**config.mk**
```make
export PLATFORM = sky130hd
export DESIGN_NAME = mem_access_ctrl
export DESIGN_NICKNAME = d
export VERILOG_FILES = /design/src/rtl/mem_access_ctrl.sv
export SDC_FILE = /design/constraint.sdc
export NUM_CORES = 1
export LEC_CHECK = 0
export BUFFER_PORTS_ARGS = -buffer_cell sky130_fd_sc_hd__clkbuf_2
export CAP_MARGIN = 20
export CELL_PAD_IN_SITES_DETAIL_PLACEMENT = 0
export CELL_PAD_IN_SITES_GLOBAL_PLACEMENT = 2
export CORE_ASPECT_RATIO = 0.8
export CORE_MARGIN = 2
export CORE_UTILIZATION = 29
export CTS_BUF_LIST = sky130_fd_sc_hd__clkbuf_2
export DETAILED_ROUTE_END_ITERATION = 8
export PLACE_DENSITY = 0.9
export REMOVE_ABC_BUFFERS = 1
export SLEW_MARGIN = 25
export SYNTH_ARGS = -nofsm -noshare
export SYNTH_HDL_FRONTEND = slang
export SYNTH_SLANG_ARGS = --single-unit
```
**constraint.sdc**
```tcl
create_clock -name clk_i -period 3.45 [get_ports clk_i]
set_input_delay 0.1725 -clock clk_i [delete_from_list [all_inputs] [get_ports clk_i]]
set_output_delay 0.1725 -clock clk_i [all_outputs]
set_load 0.03 [all_outputs]
```
**src/rtl/mem_access_ctrl.sv**
```systemverilog
// MEM-stage data-memory access controller: runs one req/ack transaction per
// load/store, stalls the pipeline meanwhile and flags illegal or timed-out accesses.
module mem_access_ctrl #(
    parameter int unsigned TIMEOUT = 16,
    parameter int unsigned CNT_W   = 8
) (
    input  logic        clk_i,
    input  logic        rst_i,
    input  logic [1:0]  MEM_i,
    input  logic [31:0] addr_i,
    input  logic [31:0] wdata_i,
    input  logic        mem_ack_i,
    input  logic [31:0] mem_rdata_i,
    output logic        mem_req_o,
    output logic        mem_we_o,
    output logic [31:0] mem_addr_o,
    output logic [31:0] mem_wdata_o,
    output logic [31:0] data_o,
    output logic        stall_o,
    output logic        err_o
);

    typedef enum logic [1:0] {
        ST_IDLE = 2'd0,
        ST_BUSY = 2'd1,
        ST_DONE = 2'd2
    } state_t;

    // Counter value on the last BUSY cycle before the access is abandoned.
    localparam logic [CNT_W-1:0] TO_LAST = CNT_W'((TIMEOUT == 32'd0) ? 32'd0 : TIMEOUT - 32'd1);
    localparam logic [CNT_W-1:0] CNT_ONE = CNT_W'(32'd1);

    state_t            state_r;
    state_t            next_state_s;
    logic              accept_s;
    logic              illegal_s;
    logic              ack_s;
    logic              timeout_s;
    logic              stall_s;
    logic [CNT_W-1:0]  cnt_r;
    logic              req_r;
    logic              we_r;
    logic [31:0]       addr_r;
    logic [31:0]       wdata_r;
    logic [31:0]       data_r;
    logic              err_r;

    // State register.
    always_ff @(posedge clk_i or negedge rst_i) begin
        if (!rst_i) begin
            state_r <= ST_IDLE;
        end else begin
            state_r <= next_state_s;
        end
    end

    // Next-state decode, access classification and the combinational stall.
    always_comb begin
        next_state_s = state_r;
        accept_s     = 1'b0;
        illegal_s    = 1'b0;
        ack_s        = 1'b0;
        timeout_s    = 1'b0;
        stall_s      = 1'b0;
        case (state_r)
            ST_IDLE: begin
                if ((MEM_i == 2'b10) || (MEM_i == 2'b01)) begin
                    if (addr_i[1:0] == 2'b00) begin
                        accept_s     = 1'b1;
                        stall_s      = 1'b1;
                        next_state_s = ST_BUSY;
                    end else begin
                        illegal_s    = 1'b1;
                        next_state_s = ST_IDLE;
                    end
                end else if (MEM_i == 2'b11) begin
                    illegal_s    = 1'b1;
                    next_state_s = ST_IDLE;
                end else begin
                    next_state_s = ST_IDLE;
                end
            end
            ST_BUSY: begin
                stall_s = 1'b1;
                // An ack on the timeout cycle still completes normally.
                if (mem_ack_i) begin
                    ack_s        = 1'b1;
                    next_state_s = ST_DONE;
                end else if ((TIMEOUT != 32'd0) && (cnt_r == TO_LAST)) begin
                    timeout_s    = 1'b1;
                    next_state_s = ST_DONE;
                end else begin
                    next_state_s = ST_BUSY;
                end
            end
            ST_DONE: begin
                // MEM_i is deliberately ignored so the finished instruction is not re-issued.
                next_state_s = ST_IDLE;
            end
            default: begin
                next_state_s = ST_IDLE;
            end
        endcase
    end

    // Memory-port, load-data, counter and error registers.
    always_ff @(posedge clk_i or negedge rst_i) begin
        if (!rst_i) begin
            req_r   <= 1'b0;
            we_r    <= 1'b0;
            addr_r  <= 32'd0;
            wdata_r <= 32'd0;
            data_r  <= 32'd0;
            cnt_r   <= '0;
            err_r   <= 1'b0;
        end else begin
            err_r <= illegal_s | timeout_s;
            if (accept_s) begin
                req_r   <= 1'b1;
                we_r    <= MEM_i[0];
                addr_r  <= {addr_i[31:2], 2'b00};
                wdata_r <= wdata_i;
                cnt_r   <= '0;
            end else if (ack_s) begin
                req_r <= 1'b0;
                if (!we_r) begin
                    data_r <= mem_rdata_i;
                end
            end else if (timeout_s) begin
                req_r <= 1'b0;
                if (!we_r) begin
                    data_r <= 32'hDEAD_BEEF;
                end
            end else if (state_r == ST_BUSY) begin
                cnt_r <= cnt_r + CNT_ONE;
            end
        end
    end

    assign mem_req_o   = req_r;
    assign mem_we_o    = we_r;
    assign mem_addr_o  = addr_r;
    assign mem_wdata_o = wdata_r;
    assign data_o      = data_r;
    assign err_o       = err_r;
    assign stall_o     = stall_s;

endmodule

```
==> results of run 1 <==
-- cells in the final DEF, fill, tap and decap left out, types with 4 or more instances in the layout --
master / n
sky130_fd_sc_hd__dfrtp_1: 107
sky130_fd_sc_hd__nand2_1: 193
sky130_fd_sc_hd__nor2_1: 8
sky130_fd_sc_hd__a22o_1: 8
sky130_fd_sc_hd__dlygate4sd3_1: 100
sky130_fd_sc_hd__o21ai_0: 4
sky130_fd_sc_hd__o22a_1: 24
sky130_fd_sc_hd__clkbuf_2: 206
-- worst paths after layout --
kind,from,end,slack [ns],cells past startpoint
worst max-delay path,MEM_i[0],err_o$_DFF_PN0_,1.24,7
worst min-delay path,rst_i,data_o[22]$_DFFE_PN0P_,0.13,2
worst max register to register,cnt_r[5]$_DFFE_PN0P_,data_o[5]$_DFFE_PN0P_,1.38,4
worst min register to register,mem_addr_o[21]$_DFFE_PN0P_,mem_addr_o[21]$_DFFE_PN0P_,0.51,2
max in group asynchronous,rst_i,mem_addr_o[17]$_DFFE_PN0P_,2.53,3
min in group clk_i,wdata_i[29],mem_wdata_o[29]$_DFFE_PN0P_,0.27,4
-- worst register-to-register path, cell delays in order, from the launching register on --
cell and delay (ns):
sky130_fd_sc_hd__dfrtp_1 0.51, sky130_fd_sc_hd__nor4_4 0.38, sky130_fd_sc_hd__a21oi_2 0.16, sky130_fd_sc_hd__nor3_4 0.68
sky130_fd_sc_hd__o22a_1 0.28
-- through the flow --
| stage | power [mW] | instance area, sq um |
|---|---|---|
| 6_report | 4.49 | 6440 |
| 5_1_grt | 4.78 | 6440 |
| 4_1_cts | 4.55 | 6440 |
| 3_5_place_dp | 3.75 | 5290 |
| 3_3_place_gp | 3.72 | 5290 |
| 2_1_floorplan | 3.10 | 4020 |
-- what timing repair did --
| item | in CTS | in global routing |
|---|---|---|
| endpoints found under the hold margin | 186 | 0 |
| resized for setup | 0 | 0 |
| setup buffers | 0 | 0 |
| hold buffers | 100 | 0 |
-- power groups by stage --
stage | clock (mW) | combinational (mW) | sequential [mW]
CTS | 0.724 | 1.91 | 1.91
global placement | 0 | 1.80 | 1.92
finish | 0.675 | 1.90 | 1.91
detailed placement | 0 | 1.82 | 1.93
floorplan | 0 | 0.373 | 2.72
global route | 0.771 | 2.05 | 1.97
-- final cells by class --
cell class                 count  area share, %
tap                          184           3.58
inverter                       1         0.0583
timing repair buffer         302           31.7
multi-input combinational    272           20.9
sequential                   107           41.6
clock buffer                   9          0.700
clock inverter                 7           1.54
-- cells by family (layout without fill, tap and decap cells) --
family,after synthesis,in the layout,synth area share [%]
simple gates,219,219,21.7
flops,107,107,64.4
compound gates,45,45,8.88
buf+inv,26,319,3.49
xor+xnor,3,3,0.632
fa+ha+maj,2,2,0.602
other cells,1,2,0.0902
mux,1,1,0.241
-- registers in the layout, summed over array words and instances (netlist names) --
name and count:
cnt_r 8, data_o 32, err_o 1, mem_addr_o 30, mem_req_o 1, mem_wdata_o 32, mem_we_o 1, state_r 2
-- layer usage --
metal | up-vias | GRT usage, % | routed length, microns | share of wire (%)
met3 | 9 | 5.81 | 1140 | 9.4
met4 | 0 | 4.08 | 135 | 1.1
met5 | - | 0 | 0 | 0
li1 | 1881 | - | - | -
met1 | 1786 | 18.2 | 5090 | 42
met2 | 159 | 28.5 | 5810 | 48
==> flow_summary.json, run 1 <==
{
  "timing.clock.skew_ns": 0.0258,
  "n_fill_cell": 1359,
  "synth_largest_area_cell": "sky130_fd_sc_hd__dfrtp_1",
  "post_synth_most_frequent_cells": "sky130_fd_sc_hd__nand2_1 (194), sky130_fd_sc_hd__dfrtp_1 (107), sky130_fd_sc_hd__o22a_1 (24)",
  "antennaDiodeCount": 0,
  "crit_path_cell_trace": "dlygate4sd3_1, clkbuf_2, ha_1, nor3b_1, dlygate4sd3_1, o21ai_0, dlygate4sd3_1",
  "rsz0062_at_grt": "no",
  "p_seq_share_pct": 42.6,
  "ys_warn_count": 0,
  "fin_util_pct": 45.5,
  "final_setup_violation_count": 0,
  "fraction_of_final_layout_cells_sized_beyond_drive_strength_1_pct": 32.2,
  "final.min_clock_period_ns": 2.21,
  "worst_slew_margin_rel_pct": 42.2,
  "critical-path-top-delay-family": "buffers and inverters",
  "p_comb_share_pct": 42.3,
  "postSynth.topFlopCell": "sky130_fd_sc_hd__dfrtp_1",
  "cap_viol_max_count": 0,
  "h-tree-depth": 3,
  "pwr_density_cell_nw_per_um2": 697,
  "finalWorstSetupSlack_ns": 1.24,
  "chipWidth_microns": 138,
  "final-hold-violation-count": 0,
  "globalRoute.totalOverflow": 0,
  "cts_num_sinks": 107,
  "power.internal_mw": 2.51,
  "first_global_vias": 3970,
  "wl_microns": 12200,
  "net-switching-power_mw": 1.98,
  "number_of_iterations_in_the_first_detailed_routing_pass": 4,
  "crit_path_frequent_cell": "sky130_fd_sc_hd__dlygate4sd3_1",
  "antenna_found_initial": 0,
  "grt_max_degree": 86,
  "critPathKind": "input port to register",
  "outcome": "complete, no violations",
  "synth.ff_latch_count": 107,
  "floorplan_core_area_sq_um": 14200,
  "initial_utilization_pct": 29.4,
  "floorplan.rows": 39,
  "setup_tns_ns": 0,
  "cts_made_buffers": 9,
  "hold_ws_ns": 0.130,
  "slowest_delay_ns": 0.60,
  "netlist_top_cells_area": "sky130_fd_sc_hd__dfrtp_1 (64%), sky130_fd_sc_hd__nand2_1 (18%), sky130_fd_sc_hd__o22a_1 (5.1%)",
  "io_buffers": 198,
  "first_pass_grt_wire_length_microns": 19200,
  "synthesis.area_per_instance_sq_um": 10.3,
  "flow.area_growth_from_synthesis_pct": 54.9,
  "postSynthCellCount": 404,
  "post-route-drc-count": 0,
  "floorplan.die_area_sq_um": 15300,
  "finalWeightedCongestion": 0.705,
  "path_max_fanout": 4,
  "total_number_of_nets_in_the_final_design": 796,
  "clockRootBuffer": "sky130_fd_sc_hd__clkbuf_2",
  "synth-seq-area-share_pct": 64.4,
  "synth_largest_type_area_fraction_pct": 64.4,
  "tightest_slew_ns": 0.864,
  "synth_area_sq_um": 4160,
  "synthArstFlopShare_pct": 100,
  "cpMaxStageDelayCell": "sky130_fd_sc_hd__dlygate4sd3_1",
  "multi_input_area_sq_um": 1340,
  "min_period_over_period_pct": 63.9,
  "area.sequential_sq_um": 2680,
  "die_height_microns": 111,
  "power.share.clock_pct": 15.0,
  "synth_cell_type_count": 33,
  "insertion_delay_ns": 0.60,
  "pre_cts_ws_ns": 1.25,
  "clkSlewWorstSetupHoldPaths_ns": 0.29,
  "wl_per_cell_microns": 13.8,
  "top_level_ports": 201,
  "synth-edff-count": 0,
  "worst-endpoint-arrival_ns": 2.75,
  "tritoncts": "done",
  "vdd.ir_drop.worst_mv": 0.416,
  "worstPathBufferInverterCount": 4,
  "yosysMostFrequentCell": "sky130_fd_sc_hd__nand2_1",
  "setup.worst_path.end_class": "register",
  "dp_hpwl_microns": 7900,
  "final-max-slew-violation-count": 0,
  "clock_tree.buffer_depth": 2,
  "routed_via_density": 4.35,
  "critical_path.startpoint_type": "input port",
  "worstHoldPathType": "input port to async pin",
  "route.antenna.remaining_nets": 0,
  "dr.first_iter.drc_count": 113,
  "crit_required_ns": 3.99,
  "grt_use_total_pct": 16.1,
  "placed_cells_incl_taps": 766,
  "routed-via-count": 3835,
  "fmaxAchievable_ghz": 0.453,
  "p_sw_share_pct": 44.1,
  "p_leak_nw": 3.42,
  "stdcell_count": 882
}
No activity file was read; power rests on OpenSTA's default activity.
==> run 2, diff against run 1 <==
- CORE_UTILIZATION: 29 -> 25
- PLACE_DENSITY: 0.9 -> 0.83
- clock period: 3.45 -> 2 ns (I/O delays scaled with it)
==> flow_summary.json, run 2 (synthesis results as in run 1) <==
{
  "total_number_of_nets_in_the_final_design": 803,
  "cpMaxStageDelayCell": "sky130_fd_sc_hd__dfrtp_1",
  "number_of_iterations_in_the_first_detailed_routing_pass": 4,
  "outcome": "complete, no violations",
  "hold_path_depth": 6,
  "power.share.clock_pct": 12.1,
  "floorplan.die_area_sq_um": 17700,
  "worst-endpoint-arrival_ns": 2.37,
  "timing.rr.end": "data_o[24]$_DFFE_PN0P_",
  "io_buffers": 198,
  "final-hold-violation-count": 0,
  "fmaxAchievable_ghz": 0.542,
  "first_global_vias": 4001,
  "clockRootBuffer": "sky130_fd_sc_hd__clkbuf_2",
  "post-route-drc-count": 0,
  "routed_via_density": 4.16,
  "wl_per_cell_microns": 13.4,
  "final-max-slew-violation-count": 0,
  "p_leak_nw": 3.44,
  "worst_hold_startpoint": "addr_i[1]",
  "slack_of_the_worst_reg_to_reg_path_ns": 0.16,
  "power.internal_mw": 4.11,
  "most_crowded_layer_after_global_routing": "met2",
  "critPathKind": "register to register",
  "min_period_over_period_pct": 92.2,
  "p_sw_share_pct": 45.3,
  "routed-via-count": 3849,
  "floorplan_core_area_sq_um": 16400,
  "vdd.ir_drop.worst_mv": 0.451,
  "layout.cells.most_common_list": "sky130_fd_sc_hd__clkbuf_2 (208), sky130_fd_sc_hd__nand2_1 (193), sky130_fd_sc_hd__dfrtp_1 (107)",
  "post_cts.repair.setup_buffers": 0,
  "clkSlewWorstSetupHoldPaths_ns": 0.28,
  "initial_utilization_pct": 25.4,
  "wl_microns": 12400,
  "cap_viol_max_count": 0,
  "cts_made_buffers": 9,
  "worst_slew_margin_rel_pct": 47.1,
  "multi_input_area_sq_um": 1370,
  "top_level_ports": 201,
  "p_seq_share_pct": 44.0,
  "net-switching-power_mw": 3.41,
  "chipWidth_microns": 148,
  "globalRoute.totalOverflow": 0,
  "timing.clock.skew_ns": 0.0166,
  "floorplan.rows": 42,
  "global_route.usage.met1_pct": 17.3,
  "flow.area_growth_from_synthesis_pct": 57.2,
  "dr.first_iter.drc_count": 125,
  "final_setup_violation_count": 0,
  "antennaDiodeCount": 0,
  "critical_path.startpoint_type": "register",
  "tightest_slew_ns": 0.793,
  "fin_total_pwr_mw": 7.51,
  "die_height_microns": 119,
  "route.antenna.remaining_nets": 0,
  "global_route.usage.met2_pct": 22.9,
  "crit_required_ns": 2.52,
  "mostFrequentLayoutCell": "sky130_fd_sc_hd__clkbuf_2",
  "worstReg2RegStart": "cnt_r[5]$_DFFE_PN0P_",
  "critical-path-top-delay-family": "simple AND/OR/NAND/NOR gates",
  "first_pass_grt_wire_length_microns": 19500,
  "grtUsageMet3_pct": 5.17,
  "final.min_clock_period_ns": 1.84,
  "clock_tree.buffer_depth": 2,
  "worstPathBufferInverterCount": 0,
  "tritoncts": "done",
  "dp_hpwl_microns": 8000,
  "slowest_delay_ns": 0.51,
  "insertion_delay_ns": 0.61,
  "min_to": "mem_addr_o[10]$_DFFE_PN0P_",
  "grt_max_degree": 68,
  "area.sequential_sq_um": 2680,
  "n_fill_cell": 1600,
  "finalWeightedCongestion": 0.820,
  "crit_path_cell_trace": "nor4_4, a21oi_4, or3_1, a22o_1",
  "p_comb_share_pct": 43.8,
  "hold_ws_ns": 0.184,
  "r2r_cells": 4,
  "pwr_density_cell_nw_per_um2": 1150,
  "path_max_fanout": 8,
  "cts_num_sinks": 107,
  "worstHoldPathType": "input port to register",
  "rsz0062_at_grt": "no",
  "h-tree-depth": 3,
  "grt_use_total_pct": 13.9,
  "setup.worst_path.end_class": "register",
  "setup_tns_ns": 0,
  "fraction_of_final_layout_cells_sized_beyond_drive_strength_1_pct": 32.9,
  "antenna_found_initial": 0
}
run 2: cell types whose count changed in the layout (fill, tap and decap cells not counted), sizes merged:
| cell | change |
|---|---|
| buf | +5 |
| bufinv | -2 |
| clkbuf | +2 |
| clkinvlp | +2 |
| clkinv | -1 |
| dlygate4sd3 | +1 |
| inv | -1 |
| nor3 | +1 |
run 2: through the flow:
step / worst slack [ns] / util [%] / cell area [sq um] / std cells
2_1_floorplan: -0.171 / - / 4020 / 380
3_3_place_gp: 0.143 / 32.9 / 5390 / 806
3_5_place_dp: 0.0780 / 32.9 / 5390 / 806
4_1_cts: 0.00228 / 39.7 / 6510 / 924
5_1_grt: 0.0325 / 39.9 / 6540 / 925
6_report: 0.157 / 39.9 / 6540 / 925
run 2: timing repair:
item | CTS | global route
hold buffers | 102 | 0
resized for setup | 0 | 2
endpoints found under the setup margin | 0 | 24
hold endpoints to repair | 211 | 0
run 2: how the worst max path moves through the flow:
| stage | startpoint | to | cells after the start |
|---|---|---|---|
| 2_1_floorplan | MEM_i[0] | cnt_r[0]$_DFFE_PN0P_ | 4 |
| 3_3_place_gp | cnt_r[0]$_DFFE_PN0P_ | data_o[10]$_DFFE_PN0P_ | 5 |
| 3_5_place_dp | cnt_r[0]$_DFFE_PN0P_ | data_o[26]$_DFFE_PN0P_ | 5 |
| 4_1_cts | cnt_r[0]$_DFFE_PN0P_ | data_o[0]$_DFFE_PN0P_ | 5 |
| 5_1_grt | cnt_r[0]$_DFFE_PN0P_ | data_o[9]$_DFFE_PN0P_ | 5 |
| 6_report | cnt_r[5]$_DFFE_PN0P_ | data_o[24]$_DFFE_PN0P_ | 4 |
run 2: cell type report:
| class | count | area share, % |
|---|---|---|
| clock inverter | 5 | 0.574 |
| clock buffer | 11 | 0.842 |
| tap | 220 | 4.21 |
| timing repair buffer | 308 | 32.5 |
| multi-input combinational | 273 | 20.9 |
| sequential | 107 | 41.0 |
| inverter | 1 | 0.0574 |
run 2: power by group through the flow:
| stage | Combinational, mW | Clock, mW | Sequential [mW] |
|---|---|---|---|
| floorplan | 0.643 | 0 | 4.70 |
| CTS | 3.32 | 0.972 | 3.30 |
| global placement | 3.11 | 0 | 3.33 |
| detailed placement | 3.16 | 0 | 3.33 |
| finish | 3.29 | 0.911 | 3.31 |
| global route | 3.53 | 1.05 | 3.41 |
run 2: metal layers:
metal | part of all wire (%) | vias up
met2 | 46 | 162
met3 | 8.6 | 8
met1 | 44 | 1783
li1 | - | 1896
met4 | 1.0 | 0
met5 | 0 | -
run 2: tightest hold or removal path, delay by kind of cell:
family | cells | cell delay (ns)
buffers and inverters | 2 | 0.28
AND/OR/NAND/NOR | 4 | 0.40
